$ cat src/rtl/mips_pkg.sv
// mips_pkg: shared definitions for the memory stage.
//   - bit positions inside the 8-bit execute->memory control bundle
//   - access size encodings
//   - FSM state type and state constants
//   - is_misaligned(): alignment rule shared by the FSM and the lane aligner
package mips_pkg;

    // Control bundle bit positions
    localparam int unsigned BitRegWrite = 7;
    localparam int unsigned BitMemToReg = 6;
    localparam int unsigned BitLink     = 5;
    localparam int unsigned BitMemRead  = 4;
    localparam int unsigned BitMemWrite = 3;
    localparam int unsigned BitSizeHi   = 2;
    localparam int unsigned BitSizeLo   = 1;
    localparam int unsigned BitLoadUns  = 0;

    // Access size encodings (2'b11 is unused and treated as a word)
    localparam logic [1:0] SizeByte = 2'b00;
    localparam logic [1:0] SizeHalf = 2'b01;
    localparam logic [1:0] SizeWord = 2'b10;

    // FSM state type
    typedef logic [0:0] state_t;
    localparam state_t StIdle = 1'b0;
    localparam state_t StReq  = 1'b1;

    function automatic logic is_misaligned(input logic [1:0] size, input logic [1:0] addr_lo);
        logic result;
        case (size)
            SizeByte: result = 1'b0;
            SizeHalf: result = addr_lo[0];
            default:  result = (addr_lo != 2'b00);
        endcase
        return result;
    endfunction

endpackage

$ cat src/rtl/mem_align.sv
// mem_align: combinational big-endian byte-lane logic for the memory stage.
// Ports:
//   size_i          access size (byte/half/word)
//   addr_lo_i       address bits [1:0]
//   load_unsigned_i zero-extend (1) or sign-extend (0) sub-word loads
//   store_data_i    raw store data from the register file
//   load_word_i     full word returned by memory
//   be_o            byte enables, be_o[3] is the byte at offset 0 (bits 31:24)
//   wdata_o         store data replicated across all lanes
//   load_data_o     addressed lane extracted and extended to 32 bits
//   misaligned_o    access violates its natural alignment
module mem_align
    import mips_pkg::*;
(
    input  logic [1:0]  size_i,
    input  logic [1:0]  addr_lo_i,
    input  logic        load_unsigned_i,
    input  logic [31:0] store_data_i,
    input  logic [31:0] load_word_i,
    output logic [3:0]  be_o,
    output logic [31:0] wdata_o,
    output logic [31:0] load_data_o,
    output logic        misaligned_o
);

    logic [7:0]  lane_byte;
    logic [15:0] lane_half;

    assign misaligned_o = is_misaligned(size_i, addr_lo_i);

    always_comb begin
        be_o        = 4'b1111;
        wdata_o     = store_data_i;
        load_data_o = load_word_i;
        lane_byte   = 8'h00;
        lane_half   = 16'h0000;
        case (size_i)
            SizeByte: begin
                be_o    = 4'b1000 >> addr_lo_i;
                wdata_o = {4{store_data_i[7:0]}};
                case (addr_lo_i)
                    2'b00:   lane_byte = load_word_i[31:24];
                    2'b01:   lane_byte = load_word_i[23:16];
                    2'b10:   lane_byte = load_word_i[15:8];
                    default: lane_byte = load_word_i[7:0];
                endcase
                load_data_o = load_unsigned_i ? {24'h000000, lane_byte}
                                              : {{24{lane_byte[7]}}, lane_byte};
            end
            SizeHalf: begin
                be_o      = addr_lo_i[1] ? 4'b0011 : 4'b1100;
                wdata_o   = {2{store_data_i[15:0]}};
                lane_half = addr_lo_i[1] ? load_word_i[15:0] : load_word_i[31:16];
                load_data_o = load_unsigned_i ? {16'h0000, lane_half}
                                              : {{16{lane_half[15]}}, lane_half};
            end
            default: begin
                be_o        = 4'b1111;
                wdata_o     = store_data_i;
                load_data_o = load_word_i;
            end
        endcase
    end

endmodule

$ cat src/rtl/memory_stage.sv
// memory_stage: MIPS-style memory pipeline stage with a two-state request FSM.
// Instructions are captured every cycle while IDLE. Aligned loads/stores move to
// REQ, which holds the bus request and stalls upstream until mem_ack.
// Misaligned accesses never reach the bus; they pulse addr_err instead.
// Optional feature macro: MEM_TIMEOUT_EN adds a 255-cycle request timeout that
// pulses bus_err and suppresses writeback; otherwise REQ waits indefinitely.
// Ports:
//   clk, reset (async, active low)
//   bundle_in, pc_seq_in, alu_in, reg_read2_in, reg_write_dest_in : from execute
//   stall_out : hold upstream while a request is outstanding
//   mem_req, mem_we, mem_addr, mem_wdata, mem_be, mem_ack, mem_rdata : memory bus
//   wb_reg_write, wb_dest, wb_data : writeback
//   addr_err, bus_err : error pulses
module memory_stage
    import mips_pkg::*;
(
    input  logic        clk,
    input  logic        reset,
    input  logic [7:0]  bundle_in,
    input  logic [31:0] pc_seq_in,
    input  logic [31:0] alu_in,
    input  logic [31:0] reg_read2_in,
    input  logic [4:0]  reg_write_dest_in,
    output logic        stall_out,
    output logic        mem_req,
    output logic        mem_we,
    output logic [31:0] mem_addr,
    output logic [31:0] mem_wdata,
    output logic [3:0]  mem_be,
    input  logic        mem_ack,
    input  logic [31:0] mem_rdata,
    output logic        wb_reg_write,
    output logic [4:0]  wb_dest,
    output logic [31:0] wb_data,
    output logic        addr_err,
    output logic        bus_err
);

    state_t      state_q, state_d;
    logic [7:0]  bundle_q;
    logic [31:0] pc_seq_q;
    logic [31:0] alu_q;
    logic [31:0] store_q;
    logic [4:0]  dest_q;
    logic [31:0] rdata_q;

    logic        capture;
    logic        in_mem_op;
    logic        in_misaligned;
    logic        timeout;

    logic [3:0]  align_be;
    logic [31:0] align_wdata;
    logic [31:0] align_load;
    logic        align_misaligned;

    assign capture   = (state_q == StIdle);
    assign in_mem_op = bundle_in[BitMemRead] | bundle_in[BitMemWrite];
    // Checked on the incoming instruction so a bad access never enters REQ.
    assign in_misaligned = is_misaligned(bundle_in[BitSizeHi:BitSizeLo], alu_in[1:0]);

`ifdef MEM_TIMEOUT_EN
    logic [7:0] timer_q, timer_d;
    logic       bus_err_q, bus_err_d;

    // timer_q counts completed REQ cycles; 254 means this is the 255th.
    assign timeout = (timer_q == 8'd254);

    always_comb begin
        timer_d   = 8'd0;
        bus_err_d = 1'b0;
        if (state_q == StReq && !mem_ack) begin
            if (timeout) begin
                bus_err_d = 1'b1;
            end else begin
                timer_d = timer_q + 8'd1;
            end
        end
    end

    always_ff @(posedge clk or negedge reset) begin
        if (!reset) begin
            timer_q   <= 8'd0;
            bus_err_q <= 1'b0;
        end else begin
            timer_q   <= timer_d;
            bus_err_q <= bus_err_d;
        end
    end

    assign bus_err = bus_err_q;
`else
    assign timeout = 1'b0;
    assign bus_err = 1'b0;
`endif

    always_comb begin
        state_d = state_q;
        case (state_q)
            StIdle: begin
                if (in_mem_op && !in_misaligned) begin
                    state_d = StReq;
                end
            end
            StReq: begin
                if (mem_ack || timeout) begin
                    state_d = StIdle;
                end
            end
            default: state_d = StIdle;
        endcase
    end

    always_ff @(posedge clk or negedge reset) begin
        if (!reset) begin
            state_q  <= StIdle;
            bundle_q <= 8'h00;
            pc_seq_q <= 32'h0;
            alu_q    <= 32'h0;
            store_q  <= 32'h0;
            dest_q   <= 5'd0;
            rdata_q  <= 32'h0;
        end else begin
            state_q <= state_d;
            if (capture) begin
                bundle_q <= bundle_in;
                pc_seq_q <= pc_seq_in;
                alu_q    <= alu_in;
                store_q  <= reg_read2_in;
                dest_q   <= reg_write_dest_in;
            end
            if (state_q == StReq && mem_ack) begin
                rdata_q <= mem_rdata;
            end
        end
    end

    mem_align u_mem_align (
        .size_i          (bundle_q[BitSizeHi:BitSizeLo]),
        .addr_lo_i       (alu_q[1:0]),
        .load_unsigned_i (bundle_q[BitLoadUns]),
        .store_data_i    (store_q),
        .load_word_i     (rdata_q),
        .be_o            (align_be),
        .wdata_o         (align_wdata),
        .load_data_o     (align_load),
        .misaligned_o    (align_misaligned)
    );

    always_comb begin
        stall_out = (state_q == StReq);
        mem_req   = (state_q == StReq);
        mem_we    = mem_req & bundle_q[BitMemWrite];
        mem_be    = mem_req ? align_be : 4'b0000;
        mem_addr  = {alu_q[31:2], 2'b00};
        mem_wdata = align_wdata;

        // Lasts exactly the one IDLE cycle that holds the offending instruction.
        addr_err = (state_q == StIdle) & align_misaligned
                   & (bundle_q[BitMemRead] | bundle_q[BitMemWrite]);

        wb_reg_write = bundle_q[BitRegWrite] & ~addr_err & ~bus_err;
        wb_dest      = dest_q;
        if (bundle_q[BitLink]) begin
            wb_data = pc_seq_q;
        end else if (bundle_q[BitMemToReg]) begin
            wb_data = align_load;
        end else begin
            wb_data = alu_q;
        end
    end

endmodule

$ cat config.mk
export PLATFORM = sky130hd
export DESIGN_NAME = memory_stage
export DESIGN_NICKNAME = d
export VERILOG_FILES = /design/src/rtl/mips_pkg.sv /design/src/rtl/mem_align.sv /design/src/rtl/memory_stage.sv
export SDC_FILE = /design/constraint.sdc
export NUM_CORES = 1
export LEC_CHECK = 0
export CORE_MARGIN = 4
export CORE_UTILIZATION = 36
export DETAILED_ROUTE_END_ITERATION = 16
export MAX_ROUTING_LAYER = met4
export PLACE_DENSITY = 0.62
export SYNTH_ARGS = -nofsm -noshare
export SYNTH_HDL_FRONTEND = slang
export SYNTH_SLANG_ARGS = --single-unit
$ cat constraint.sdc
create_clock -name clk -period 2.5 [get_ports clk]
set_clock_uncertainty 0.05 [all_clocks]
set_input_delay 0.375 -clock clk [delete_from_list [all_inputs] [get_ports clk]]
set_output_delay 0.375 -clock clk [all_outputs]
set_load 0.01 [all_outputs]
[Word level (Yosys, flattened, before mapping)]
Cells that the tools add are included.
Word-level totals
  memories: 0
  bits in latches: 0
  bits of input ports: 144
  bits in writable memories: 0
  ROM bits: 0
  flip-flop bits (word level): 142
  output and inout port bits: 111
  word-level logic and storage cells: 44
Cells by class
  shift-type cells: 1
  multipliers: 0
  divide/modulo/power cells: 0
  $add $sub $neg: 0
  equal/unequal tests: 4
  bitwise gates (word level): 8
  multiplexer cells: 16
  $lt $le $gt $ge: 0
  reduce and logical (&&, ||, !) cells: 8
Operators by type and width (count)
  32-bit two-way mux: 4
  32-bit case mux with 2 select lines: 2
  8-bit case mux with 3 select lines: 1
  16-bit two-way mux: 1
  4-bit two-way mux: 2
  4-bit case mux with 2 select lines: 1
  2-bit by 1-bit equality test with 1-bit output, second input constant: 3
  2-bit zero test: 3
  1-bit case mux with 2 select lines: 3
  1-bit bitwise AND: 4
  2-bit nonzero test: 2
  4-bit by 2-bit right shift with 4-bit output, first input constant: 1
  2-bit equality test, second input constant: 1
  1-bit logical AND: 2
  1-bit two-way mux: 2
  1-bit NOT: 2
  1-bit bitwise OR: 2
  1-bit zero test: 1

[Logic depth before layout (Yosys ltp)]
Gate-level depths: netlist of the first run.
  word-level depth: 6
  gate-level depth with buffers: 6
  gate-level depth less buffers: 4

[Modules after synthesis]
A second synthesis of the first run with hierarchy kept.
Unflattened totals
  cell total of the unflattened synthesis: 630
  area total of the unflattened synthesis: 7607.3 um2
Modules (own cells, without submodules)
  memory_stage: sequential area each 3553.4 um2, instances 1, area each 6357.3 um2, cells an instance 454
  mem_align: sequential area each 0.0 um2, instances 1, area each 1249.9 um2, cells an instance 176

[Worst setup path after synthesis of the first run]
OpenSTA, ideal clock, no wires.
  path kind: reg-to-output
  start point: register bundle_q[1]
  end point: output wb_data[21]
  slack: 0.321 ns
  required time: 2.075 ns
  arrival time: 1.754 ns
  path buffers: 2
  cell stages (with the launch flop): 7
  cell sequence: dfrtp_1 > clkbuf_1 > nor2_2 > a221o_1 > buf_6 > a21oi_2 > o31ai_1
On the way
  word-level cells in the longest chain between the ends: 4
  elaborated cells between the ends (all ways): 5
  those cells by class: eq/ne: 1; mux: 3; reduce/logical: 1
Ends and longest elaborated chain
  from (decl): RTL line memory_stage.sv:40  | logic [7:0] bundle_q;
  from (signal assigned): RTL line memory_stage.sv:126  | bundle_q <= bundle_in;
  2-bit by 1-bit equality test with 1-bit output / 2-bit zero test (equally long branches): RTL line mem_align.sv:37  | case (size_i)
  32-bit case mux with 2 select lines (*): RTL line mem_align.sv:37
  32-bit two-way mux (*): RTL line memory_stage.sv:166  | end else if (bundle_q[BitMemToReg]) begin
  32-bit two-way mux (*): RTL line memory_stage.sv:164  | if (bundle_q[BitLink]) begin
  to (decl): RTL line memory_stage.sv:34  | output logic [31:0] wb_data,
Mark *: on every way between the ends. The rest lies on a longest branch, timed or not.

[Worst setup path after layout of the first run]
  start point: register alu_q[1]
  end point: output wb_data[18]
On the way
  word-level cells in the longest chain between the ends: 6
  elaborated cells between the ends (all ways): 10
  those cells by class: eq/ne: 2; mux: 7; reduce/logical: 1
Ends and longest elaborated chain
  from (decl): RTL line memory_stage.sv:42  | logic [31:0] alu_q;
  from (signal assigned): RTL line memory_stage.sv:128  | alu_q <= alu_in;
  2-bit equality test, or another cell as far along: RTL line mem_align.sv:41  | case (addr_lo_i)
  8-bit case mux with 3 select lines: RTL line mem_align.sv:41
  32-bit two-way mux: RTL line mem_align.sv:47  | load_data_o = load_unsigned_i ? {24'h000000, lane_byte}
  32-bit case mux with 2 select lines (*): RTL line mem_align.sv:37
  32-bit two-way mux (*): RTL line memory_stage.sv:166
  32-bit two-way mux (*): RTL line memory_stage.sv:164
Marks and branches as above.

==> summary.md, run 1 <==
| Metric | Value |
|---|---|
| Outcome | `finished with violations` |
| Failing checks | `setup timing` |
| Tot Pwr | `slightly below 9 mW` |
| CP endpoint kind | `primary output` |
| H-tree Lvls | `4` |
| Maxcap violations | `0` |
| Seq pwr share | `36.1%` |
| Design Area, Final | `around 11000 um2` |
| Yosys cell types | `37` |
| Die Y | `150 um` |
| Highest clock rate | `369 MHz` |
| Die X | `around 150 um` |
| CP cell instances | `buf_4 > buf_12 > mux2_2 > a221o_1 > buf_12 > a21oi_1 > o31ai_1 > buf_2` |
| Area after DPL | `9980 um2` |
| Layout area overhead | `45.9%` |
| Port buffer count | `251` |
| Final Max Tran Viols | `0` |
| Dpl ws | `-297 ps` |
| Drt first pass iters | `4` |
| Power share of the combinational group | `37.3%` |
| First-pass GRT wire length | `34600 um` |
| Final nets | `between 1000 and 1500` |
| Inserted Clock Buffers | `17` |
| WL per Instance | `19.9 um` |
| Data required time of the critical path | `2080 ps` |
| Crit path launch type | `register` |
| Routed via count | `between 5000 and 6000` |
| Post-synthesis register bit count | `approximately 140` |
| Register area | `3560 um2` |
| Mapped cell area | `7310 um2` |
| Crit-path slowest cell | `dfrtp_1` |
| Synth Warn # | `0` |
| NetSw | `2.85 mW` |
| CTS clk-pin slew, worst paths | `60 ps` |
| First DRT Iteration DRCs | `254` |
| Final routed DRC violation total | `0` |
| Total GRT Usage | `20.6%` |
| Leakage | `~4.4 nW` |
| CP Data Arrival Time | `2280 ps` |
| Clock latency on the worst-skew pair | `slightly above 400 ps` |
| Internal | `5.92 mW` |
| Row cnt | `51` |
| Final period utilization | `108%` |
| Io pins | `255` |
| Core Region | `19700 um2` |
| Max Root-Sink Buffers | `2` |
| Worst path top cell family by delay | `compound AO/OA/AOI/OAI gates` |
| Avg Vias per Cell | `5.09` |
| CTS tree | `built` |
| Vias in the first global route | `6153` |
| HPWL Detailed | `approximately 17000 um` |
| Initial antenna violation count | `2` |
| Peak VDD IR | `~570 uV` |
| Largest net degree at the start of global routing | `73` |
| CP max stage delay | `390 ps` |
| Critical path buffers and inverters | `4` |
| Area taken by multi-input logic gates | `3390 um2` |
| Post-layout min period | `2710 ps` |
| Layout cells sized above 1 | `between 30% and 40%` |
| Filler Cell Count | `1711` |
| Cell mode on critical path | `buf_12` |
| CTS sink count | `142` |
| Post-route antenna net violation count | `0` |
| Sequential-to-total area share from yosys stat | `48.6%` |
| Clock power share | `26.6%` |
| Switching share of power | `32.5%` |
| Worst min path class | `primary input to async pin` |
| RSZ-0062 raised after global routing | `true` |
| GP Congestion | `0.878` |
| Final setup TNS | `-3130 ps` |
| Crit Path Max Fanout | `16` |
| PD cells | `822 nW/um2` |
| Detailed Route WL | `about 23000 um` |
| Grt ovf | `0` |
| Final setup fails | `20` |
| Syn avg cell area | `roughly 11 um2` |
| CTS root buf | `clkbuf_16` |
| DIE AREA | `between 20000 and 25000 um2` |
| WS Path Type | `register to primary output` |
| Post-Syn Instances | `640` |
| Final Hold Fails | `0` |
| Setup ws final | `-207 ps` |
| Initial Util | `approximately 37%` |
cells in the final DEF (no fill, tap or decap), drive strengths merged, types with 4 or more instances in the layout:
master | Yosys | routed
a22oi | 13 | 13
mux2i | 16 | 16
clkdlybuf4s50 | 0 | 197
a21oi | 58 | 58
buf | 55 | 73
nor2b | 12 | 12
nor2 | 14 | 14
o31ai | 16 | 16
nand2 | 52 | 52
o21ai | 32 | 32
nor3 | 9 | 9
dlygate4sd2 | 0 | 18
mux2 | 159 | 159
o211ai | 6 | 6
dfrtp | 142 | 142
clkbuf | 31 | 27
clkinv | 1 | 4
cell families after synthesis:
logic type / count (synthesis) / synth area share (%)
compound gates: 135 / 11.4
buf+inv: 90 / 6.99
flops: 142 / 48.6
mux: 176 / 27.0
other cells: 1 / 0.0513
simple gates: 96 / 5.94
per-stage QoR:
step                util (%)  hold WS, ps  cells
global route            54.1          240   1150
detailed placement      50.6          119   1105
CTS                     53.6          234   1145
floorplan                  -         29.4    642
global placement        50.6          118   1105
finish                  54.1          255   1150
layout make-up:
type	instances	area share (%)
Antenna cell	2	0.0469
Clock buffer	23	4.39
Clock inverter	6	0.598
Inverter	4	0.141
Multi-Input combinational cell	410	31.8
Sequential cell	142	33.4
Tap cell	265	3.11
Timing Repair Buffer	298	26.5
synthesized netlist by cell type:
cell type | n | share of area, %
nor3b_1 | 1 | 0.10
buf_2 | 6 | 0.41
o311a_1 | 1 | 0.14
or4_1 | 1 | 0.10
o22ai_1 | 2 | 0.17
o21ai_0 | 32 | 2.2
nand2_1 | 52 | 2.7
nand2b_1 | 2 | 0.17
a22o_1 | 1 | 0.12
a221o_1 | 1 | 0.14
buf_6 | 1 | 0.15
dfrtp_1 | 142 | 49
clkinv_1 | 1 | 0.051
o31ai_1 | 16 | 1.6
nor2b_1 | 12 | 1.0
buf_1 | 6 | 0.31
mux2_2 | 159 | 25
o21a_1 | 1 | 0.10
nor3_1 | 9 | 0.62
or2_2 | 2 | 0.17
a21oi_2 | 10 | 1.2
and2_1 | 1 | 0.086
inv_1 | 3 | 0.15
nand4b_1 | 2 | 0.24
buf_4 | 42 | 4.3
a211oi_1 | 2 | 0.21
clkbuf_1 | 31 | 1.6
mux4_2 | 1 | 0.31
a2bb2oi_1 | 1 | 0.12
a22oi_1 | 13 | 1.3
conb_1 | 1 | 0.051
a21oi_1 | 48 | 3.3
o221ai_1 | 1 | 0.12
mux2i_1 | 16 | 2.2
nor2_1 | 13 | 0.67
nor2_2 | 1 | 0.086
o211ai_1 | 6 | 0.62
path summary, 6_finish.rpt:
kind	from	cells after the start	slack (ps)	end
max	alu_q[1]	8	-210	wb_data[18]
min	reset	2	250	store_q[20]
max reg2reg	mem_req	2	940	pc_seq_q[20]
min reg2reg	pc_seq_q[1]	1	450	pc_seq_q[1]
max in group asynchronous	reset	3	1560	bundle_q[5]
min in group clk	pc_seq_q[1]	1	450	pc_seq_q[1]
power by group through the flow:
| stage | clock [mW] | sequential, mW | combinational [mW] |
|---|---|---|---|
| final | 2.33 | 3.16 | 3.27 |
| after global routing | 2.50 | 3.22 | 3.52 |
| after floorplan | 0 | 3.02 | 1.84 |
| after global placement | 0 | 3.17 | 3.25 |
| after CTS | 2.39 | 3.15 | 3.23 |
| after detailed placement | 0 | 3.19 | 3.28 |
what timing repair did:
action / CTS / global route
hold buffers: 1 / 0
gates resized for setup: 166 / 40
endpoints found under the hold margin: 142 / 0
setup buffers: 9 / 3
gates cloned: 1 / 0
pin swaps: 5 / 14
endpoints found under the setup margin: 58 / 38
worst reg2reg max path: cells and delay by family (launching register included):
| family | cells | cell delay (ps) |
|---|---|---|
| buffers and inverters | 1 | 450 |
| DFF | 1 | 520 |
| muxes | 1 | 430 |
state kept, by name (all words and copies together) (netlist names):
signal	count
alu_q	32
bundle_q	8
mem_req	1
pc_seq_q	32
rdata_q	32
store_q	32
wb_dest	5
routing by layer:
layer | vias up | routed length (um) | global-route usage [%] | share of wire [%]
li1 | 2718 | - | - | -
met1 | 2888 | 9260 | 24.8 | 40
met2 | 223 | 11500 | 33.7 | 50
met3 | 20 | 1840 | 6.53 | 8.0
met4 | 0 | 293 | 5.44 | 1.3
met5 | - | 0 | - | 0
No activity file was read; power rests on OpenSTA's default activity.
==> run 2, diff against run 1 <==
--- a/config.mk
+++ b/config.mk
@@ -5,6 +5,7 @@
 export SDC_FILE = /design/constraint.sdc
 export NUM_CORES = 1
 export LEC_CHECK = 0
+export ABC_AREA = 0
 export CORE_MARGIN = 4
 export CORE_UTILIZATION = 36
 export DETAILED_ROUTE_END_ITERATION = 16
==> results of run 2 <==
No change in the layout: final DEF, timing and power equal those of run 1.
